### src/rtl/sound_event_arbiter.sv
`default_nettype none
// ============================================================================
//  Module      : sound_event_arbiter
//  Description : Latches up to four sound-event request pulses and schedules
//                them onto a single SongPlayer voice. The highest pending
//                index is granted a fixed play window followed by a silent
//                gap. A higher-priority event may abort a lower one that is
//                still playing, and mute suppresses all playback.
//  Ports       : clk       - system clock
//                reset     - synchronous, active-high reset
//                req[3:0]  - request pulses, req[3] highest, req[i] -> code i
//                mute      - level, clears pending and blocks playback
//                sound     - granted event code to SongPlayer.sound
//                playSound - high for the whole play window
//                grant     - one-cycle one-hot ack when playSound rises
//                pending   - latched, not-yet-granted requests
//                busy      - high whenever the scheduler is not idle
//  Revision    : 1.0 - initial release
// ============================================================================
module sound_event_arbiter #(
  parameter int PLAY_CYCLES = 25_000_000,
  parameter int GAP_CYCLES  = 1_000_000,
  parameter bit PREEMPT     = 1'b1
) (
  input  logic       clk,
  input  logic       reset,
  input  logic [3:0] req,
  input  logic       mute,
  output logic [1:0] sound,
  output logic       playSound,
  output logic [3:0] grant,
  output logic [3:0] pending,
  output logic       busy
);

  localparam int MAX_CYCLES = (PLAY_CYCLES > GAP_CYCLES) ? PLAY_CYCLES : GAP_CYCLES;
  localparam int TIMER_W    = $clog2(MAX_CYCLES + 1);
  localparam logic [TIMER_W-1:0] PLAY_LOAD = TIMER_W'(PLAY_CYCLES - 1);
  localparam logic [TIMER_W-1:0] GAP_LOAD  = TIMER_W'(GAP_CYCLES - 1);
  localparam logic [TIMER_W-1:0] TIMER_ONE = TIMER_W'(1);

  typedef enum logic [1:0] {
    IDLE = 2'd0,
    PLAY = 2'd1,
    GAP  = 2'd2
  } state_t;

  state_t             state;
  logic [TIMER_W-1:0] timer;

  logic [3:0] cand;
  logic [1:0] sel;
  logic [3:0] sel_onehot;
  logic       any_cand;
  logic       start;
  logic       preempt_hit;
  logic [3:0] clear;

  // Candidates include this cycle's requests so an idle arbiter reacts with
  // one cycle of latency; mute hides everything.
  always_comb begin
    cand = mute ? 4'b0000 : (pending | req);
    sel  = 2'd0;
    for (int i = 0; i < 4; i++) begin
      if (cand[i]) sel = 2'(i);
    end
    sel_onehot  = 4'b0001 << sel;
    any_cand    = |cand;
    start       = (state == IDLE) && any_cand;
    preempt_hit = (PREEMPT != 1'b0) && any_cand && (sel > sound);
    // The granted bit is cleared on the decision edge, so a fresh request
    // arriving while grant is high re-latches instead of being lost.
    clear       = mute ? 4'b1111 : (start ? sel_onehot : 4'b0000);
  end

  assign busy = (state != IDLE);

  always_ff @(posedge clk) begin
    if (reset) begin
      state     <= IDLE;
      timer     <= '0;
      sound     <= 2'd0;
      playSound <= 1'b0;
      grant     <= 4'b0000;
      pending   <= 4'b0000;
    end else begin
      pending <= (pending | req) & ~clear;
      grant   <= 4'b0000;
      case (state)
        IDLE: begin
          if (start) begin
            state     <= PLAY;
            sound     <= sel;
            playSound <= 1'b1;
            grant     <= sel_onehot;
            timer     <= PLAY_LOAD;
          end
        end
        PLAY: begin
          // Aborts (mute / preemption) take precedence over normal expiry;
          // both paths lead to the same gap. The aborted code is not requeued.
          if (mute || preempt_hit || (timer == '0)) begin
            state     <= GAP;
            playSound <= 1'b0;
            timer     <= GAP_LOAD;
          end else begin
            timer <= timer - TIMER_ONE;
          end
        end
        GAP: begin
          if (timer == '0) begin
            state <= IDLE;
          end else begin
            timer <= timer - TIMER_ONE;
          end
        end
        default: begin
          state     <= IDLE;
          playSound <= 1'b0;
          timer     <= '0;
        end
      endcase
    end
  end

endmodule
`default_nettype wire
### config.mk
export PLATFORM = sky130hd
export DESIGN_NAME = sound_event_arbiter
export DESIGN_NICKNAME = d
export VERILOG_FILES = /design/src/rtl/sound_event_arbiter.sv
export SDC_FILE = /design/constraint.sdc
export NUM_CORES = 1
export LEC_CHECK = 0
export BUFFER_PORTS_ARGS = -buffer_cell sky130_fd_sc_hd__buf_2
export CORE_MARGIN = 1.5
export CORE_UTILIZATION = 50
export CTS_CLUSTER_SIZE = 30
export DETAILED_ROUTE_END_ITERATION = 16
export PLACE_DENSITY = 0.72
export SYNTH_ARGS = -nofsm -noshare
export SYNTH_HDL_FRONTEND = slang
export SYNTH_SLANG_ARGS = --single-unit
export TNS_END_PERCENT = 1
### constraint.sdc
create_clock -name clk -period 2.25 [get_ports clk]
set_input_delay 0.1125 -clock clk [delete_from_list [all_inputs] [get_ports clk]]
set_output_delay 0.1125 -clock clk [all_outputs]
set_load 0.005 [all_outputs]
==> flow_summary.json, run 1 <==
{
  "status": "finished, violations left",
  "violations": "negative setup slack",
  "cts-buffers-inserted": 5,
  "clkPwrFrac_pct": 20.4,
  "fill_cells": 316,
  "reg2reg_depth": 11,
  "drive_above_1_share_pct": 38.5,
  "peakVddDrop_mv": 0.396,
  "fin_crit_sh_pct": 107,
  "intPower_uw": 1420,
  "start_util_pct": 52.2,
  "reg2reg_to": "timer[14]$_SDFFE_PP0P_",
  "whs_ps": 15.5,
  "hold_end": "grant[2]$_SDFF_PP0_",
  "ys_ff_latch": 38,
  "design_area_sq_um": 2970,
  "maxSlewViolCount": 0,
  "drt-pass1-iter-count": 4,
  "cts_max_path_buffers": 2,
  "htreeDepth": 2,
  "ant_nets": 0,
  "drt-initial-drc-count": 169,
  "die_area_sq_um": 4600,
  "reg2reg_slack_ps": -150,
  "grt_overflow_total": 0,
  "pwr-share-comb_pct": 41.8,
  "async_flop_share_pct": 0,
  "ctsRootBufferMaster": "clkbuf_8",
  "io_pins": 19,
  "wl_mm": 6.32,
  "num_vias": 2323,
  "finalPower_uw": 2210,
  "clock_skew_ps": 3.99,
  "rows": 23,
  "vias_per_cell": 5.96,
  "synth_fp_nets": 272,
  "fp.dieW_microns": 67.9,
  "clkSinkCount": 38,
  "hold_start": "req[3]",
  "grt_util_all_layers_pct": 29.3,
  "power_per_cell_area_nw_per_um2": 744,
  "cp.arrival_ps": 2590,
  "seq_area_frac_synth_pct": 36.2,
  "syn_area_sq_um": 2100,
  "die_y_microns": 67.9,
  "core_sq_um": 4030,
  "p_sw_uw": 791,
  "hold_depth": 2,
  "period_needed_ps": 2400,
  "n_antenna_cell": 0,
  "fin_ws_ps": -153,
  "synth_cells": 261,
  "synthFlopType": "dfxtp_1",
  "fmax_mhz": 416,
  "slew_headroom_pct": 51.4,
  "portBuffers": 18,
  "clk_pin_slew_ps": 80,
  "route.detailed.drc": 0,
  "final-setup-viol-count": 20,
  "critPathLaunchType": "flip-flop",
  "antenna_found_initial": 0,
  "power.leakage_uw": 0.00125,
  "wl_per_cell_microns": 16.2,
  "hold_class": "in -> reg",
  "fin_tns_setup_ps": -1760,
  "ys_types": 54,
  "crit_fanout": 9,
  "grt_max_degree": 24,
  "synthToLayoutAreaGrowth_pct": 41.3,
  "synth_warnings": 0,
  "end_kind": "flip-flop",
  "required_ps": 2440,
  "nets": 351,
  "rsz0062_at_grt": "yes",
  "avgSynthCellArea_sq_um": 8.06,
  "pre_cts_ws_ps": -276,
  "p_seq_share_pct": 37.8,
  "clock_latency_ps": 290,
  "place_hpwl_mm": 4.51,
  "drv_cap": 0,
  "swShare_pct": 35.8,
  "grt_first_pass_wirelength_mm": 10.1,
  "tritoncts": "built",
  "synth-edff-count": 0,
  "path_class": "reg -> reg",
  "grt_pass1_vias": 2143,
  "hold_violations": 0,
  "r2r_start": "pending[2]$_SDFF_PP0_",
  "gp_congestion": 0.948,
  "dpl_cell_area_sq_um": 2670,
  "worst_pin_slew_ps": 729
}
worst max-delay path by stage:
stage / from / endpoint / cells past startpoint
6_report: pending[2]$_SDFF_PP0_ / timer[14]$_SDFFE_PP0P_ / 11
3_3_place_gp: pending[1]$_SDFF_PP0_ / timer[12]$_SDFFE_PP0P_ / 11
3_5_place_dp: pending[1]$_SDFF_PP0_ / timer[13]$_SDFFE_PP0P_ / 11
4_1_cts: pending[2]$_SDFF_PP0_ / timer[17]$_SDFFE_PP0P_ / 11
5_1_grt: pending[1]$_SDFF_PP0_ / timer[14]$_SDFFE_PP0P_ / 12
2_1_floorplan: timer[14]$_SDFFE_PP0P_ / timer[21]$_SDFFE_PP0P_ / 6
metrics by stage:
stage,util (%),cells
finish,73.8,390
global route,73.8,390
CTS,71.5,389
detailed placement,66.4,378
global placement,66.4,378
floorplan,-,261
state kept, by name, indices dropped and copies added, names as in the netlist:
name	flops
state	2
sound	2
grant	4
playSound	1
pending	4
timer	25
power by group through the flow:
stage	logic, uW	registers, uW	clock network [uW]
floorplan	436	839	0
global placement	797	835	0
global route	1010	844	483
CTS	868	827	457
finish	924	836	450
detailed placement	810	838	0
cells in the final DEF (no fill, tap or decap), types with 5 or more instances in the layout:
cell type / Yosys / routed
buf_4: 1 / 61
dfxtp_1: 38 / 37
nor2_1: 30 / 26
nand2_1: 22 / 22
buf_2: 3 / 18
a21oi_1: 18 / 16
nor4_1: 12 / 10
o21ai_0: 16 / 9
inv_1: 9 / 8
nor3_1: 9 / 8
o21ai_1: 2 / 7
nand3_1: 6 / 6
a31oi_1: 6 / 6
a21o_1: 7 / 6
a2111oi_0: 5 / 5
xnor2_1: 5 / 5
clkbuf_8: 0 / 5
Yosys cell counts, types with 4 or more instances:
master	count	area, sq um
dfxtp_1	38	761
nor2_1	30	113
nand2_1	22	82.6
a21oi_1	18	90.1
o21ai_0	16	80.1
nor4_1	12	75.1
inv_1	9	33.8
nor3_1	9	45.0
a21o_1	7	52.6
clkbuf_1	7	26.3
a221oi_1	6	52.6
a31oi_1	6	37.5
nand3_1	6	30.0
a2111oi_0	5	43.8
or3_1	5	31.3
xnor2_1	5	43.8
ha_1	4	50.1
o31a_1	4	35.0
cell families after synthesis:
kind of cell,after synthesis,share of synthesized area (%)
xor gates and xnor gates,6,2.50
adders and majority gates,4,2.38
buffers and inverters,21,4.10
and+or+nand+nor,106,26.5
AOI/OAI and AO/OA,86,28.3
DFF,38,36.2
critical path: stages (launching register included):
cell and delay, ps:
dfxtp_1 310, or4_4 490, o21ai_2 90, inv_2 70, ha_4 260, a2bb2oi_2 60
a21oi_4 200, a31oi_1 130, buf_4 190, buf_12 130, o21bai_4 160, a32o_1 190
final cells by class:
class	count	area (sq um)	share of cell area (%)
Inverter	10	37.5	1.26
Tap cell	50	62.6	2.11
Clock inverter	2	10.0	0.337
Clock buffer	5	68.8	2.32
Multi-Input combinational cell	202	1430	48.1
Sequential cell	38	762	25.6
Timing Repair Buffer	83	602	20.3
routing by layer:
metal,vias up,routed length [microns],GRT usage (%)
met5,-,0,0
met4,0,166,10.5
met3,20,330,5.76
met2,83,3070,50.6
met1,1076,2750,36.1
li1,1144,-,-
repair_timing:
item | CTS | global route
hold buffers | 0 | 0
pin swaps | 8 | 4
setup buffers | 4 | 1
endpoints found under the setup margin | 26 | 28
resized for setup | 27 | 15
Note: power is estimated with default switching activity, not from simulation.
==> run 2, diff against run 1 <==
--- a/config.mk
+++ b/config.mk
@@ -14,4 +14,3 @@
 export SYNTH_ARGS = -nofsm -noshare
 export SYNTH_HDL_FRONTEND = slang
 export SYNTH_SLANG_ARGS = --single-unit
-export TNS_END_PERCENT = 1
==> run 2 against run 1 <==
Effect of this change: the run still ends with negative setup slack left; critical path depth stayed put; sequential share of layout area is 0.61 points lower; critical path type unchanged; wire length is 6.5% higher; global-route usage is 0.65 points higher; fmax is 0.73% lower; non-clock buffer count is 4 higher; largest power group unchanged; sequential cell count stayed put; combinational power is 3.5% higher; largest cell class unchanged; worst hold slack better by 110 ps.
==> flow_summary.json, run 2 (synthesized netlist as in run 1, its figures left out) <==
{
  "start_util_pct": 52.2,
  "ctsRootBufferMaster": "clkbuf_8",
  "period_needed_ps": 2420,
  "fmax_mhz": 413,
  "slew_headroom_pct": 57.6,
  "final_cells": 395,
  "p_sw_uw": 828,
  "critPathLaunchType": "flip-flop",
  "crit_fanout": 6,
  "largest_register_ffs": 25,
  "fin_util_pct": 75.8,
  "worst_pin_slew_ps": 635,
  "drv_cap": 0,
  "synthToLayoutAreaGrowth_pct": 45.2,
  "wl_per_cell_microns": 17.0,
  "clkPwrFrac_pct": 22.2,
  "clk_pin_slew_ps": 80,
  "route.detailed.drc": 0,
  "vias_per_cell": 6.12,
  "reg2reg_depth": 11,
  "fp.dieW_microns": 67.9,
  "dpl_cell_area_sq_um": 2690,
  "use_met2_pct": 51.3,
  "htreeDepth": 2,
  "num_vias": 2416,
  "seq_area_sq_um": 764,
  "hold_depth": 3,
  "hold_violations": 0,
  "clock_latency_ps": 300,
  "fill_cells": 288,
  "pre_cts_ws_ps": -218,
  "required_ps": 2430,
  "p_seq_share_pct": 36.1,
  "status": "finished, violations left",
  "worst-path-buf-inv": 3,
  "cts-buffers-inserted": 5,
  "grt_busiest_layer": "met2",
  "tritoncts": "built",
  "peakVddDrop_mv": 0.462,
  "place_hpwl_mm": 4.40,
  "multi_input_area_sq_um": 1460,
  "fin_ws_ps": -170,
  "antenna_found_initial": 0,
  "grt_first_pass_wirelength_mm": 10.1,
  "crit_chain": "or4_4 -> o21ai_4 -> inv_2 -> ha_4 -> a2bb2oi_2 -> a21oi_2 -> buf_4 -> a31oi_4 -> buf_6 -> o21bai_4 -> a32o_1",
  "die_y_microns": 67.9,
  "grt_pass1_vias": 2158,
  "cts_max_path_buffers": 2,
  "grt_overflow_total": 0,
  "rsz0062_at_grt": "yes",
  "clock_skew_ps": 13.2,
  "grt_util_all_layers_pct": 29.9,
  "intPower_uw": 1470,
  "end_kind": "flip-flop",
  "top_register": "timer",
  "clkSinkCount": 38,
  "max_stage_delay_ps": 500,
  "cp.arrival_ps": 2600,
  "cp_top_family": "compound AO/OA/AOI/OAI gates",
  "grtUsageMet3_pct": 6.74,
  "gp_congestion": 0.948,
  "power_per_cell_area_nw_per_um2": 751,
  "n_antenna_cell": 0,
  "slowest_stage": "or4_4",
  "ant_nets": 0,
  "nets": 355,
  "drive_above_1_share_pct": 40.6,
  "grt_max_degree": 28,
  "portBuffers": 18,
  "reg2reg_slack_ps": -170,
  "final-setup-viol-count": 22,
  "drt-pass1-iter-count": 4,
  "met1_usage_pct": 35.2,
  "hold_class": "in -> reg",
  "maxSlewViolCount": 0,
  "die_area_sq_um": 4600,
  "placed_cells": 381,
  "mostFrequentLayoutCells": "61 x buf_4, 35 x dfxtp_1, 24 x nor2_1",
  "design_area_sq_um": 3050,
  "swShare_pct": 36.1,
  "largestRegisters": "timer (25), grant (4), pending (4)",
  "core_sq_um": 4030,
  "fin_crit_sh_pct": 108,
  "pwr-share-comb_pct": 41.6,
  "io_pins": 19,
  "wl_mm": 6.73,
  "power.leakage_uw": 0.00126,
  "drt-initial-drc-count": 175,
  "violations": "negative setup slack",
  "path_class": "reg -> reg",
  "whs_ps": 128,
  "crit_cells": 11,
  "final_common_cell": "buf_4",
  "rows": 23
}
==> run 2: cell type report <==
cell class | instances | share of cell area (%)
inverters | 10 | 1.23
clock inverters | 2 | 0.410
flip-flops and latches | 38 | 25.0
well taps | 50 | 2.05
repair buffers | 87 | 20.9
clock buffers | 6 | 2.70
multi-input cells | 202 | 47.7
==> run 2: power groups by stage <==
| stage | combinational, uW | sequential, uW | clock [uW] |
|---|---|---|---|
| 2_1_floorplan | 436 | 840 | 0 |
| 3_3_place_gp | 803 | 835 | 0 |
| 3_5_place_dp | 808 | 838 | 0 |
| 4_1_cts | 886 | 825 | 515 |
| 5_1_grt | 1040 | 837 | 531 |
| 6_report | 956 | 829 | 510 |
==> run 2: path summary, 6_finish.rpt <==
path | from | to
worst min-delay path | req[0] | pending[0]$_SDFF_PP0_
worst max register to register | pending[2]$_SDFF_PP0_ | timer[4]$_SDFFE_PP0P_
worst min register to register | timer[18]$_SDFFE_PP0P_ | timer[18]$_SDFFE_PP0P_
worst max-delay path | pending[2]$_SDFF_PP0_ | timer[4]$_SDFFE_PP0P_
==> run 2: routing by layer <==
| metal | vias up | part of all wire (%) |
|---|---|---|
| li1 | 1150 | - |
| met1 | 1157 | 41 |
| met2 | 88 | 50 |
| met3 | 21 | 6.0 |
| met4 | 0 | 3.3 |
| met5 | - | 0 |
==> run 2: what timing repair did <==
| item | in CTS | in global routing |
|---|---|---|
| gates cloned | 1 | 0 |
| gates resized for setup | 27 | 22 |
| endpoints found under the hold margin | 1 | 0 |
| pin swaps | 10 | 16 |
| hold buffers | 1 | 0 |
| buffers inserted | 2 | 3 |
| setup endpoints to repair | 28 | 28 |
==> run 2: worst reg2reg max path, cell delays in order, from the launching register on <==
cell and delay, ps:
dfxtp_2 330, or4_4 500, o21ai_4 80, inv_2 70, ha_4 260, a2bb2oi_2 50, a21oi_2 170, buf_4 170
a31oi_4 100, buf_6 180, o21bai_4 170, a32o_1 220
==> run 2: through the flow <==
| step | power, uW | setup TNS [ps] |
|---|---|---|
| floorplan | 1280 | -253 |
| global placement | 1640 | -1540 |
| detailed placement | 1650 | -2620 |
| CTS | 2230 | -1570 |
| global route | 2410 | -3660 |
| finish | 2300 | -1790 |
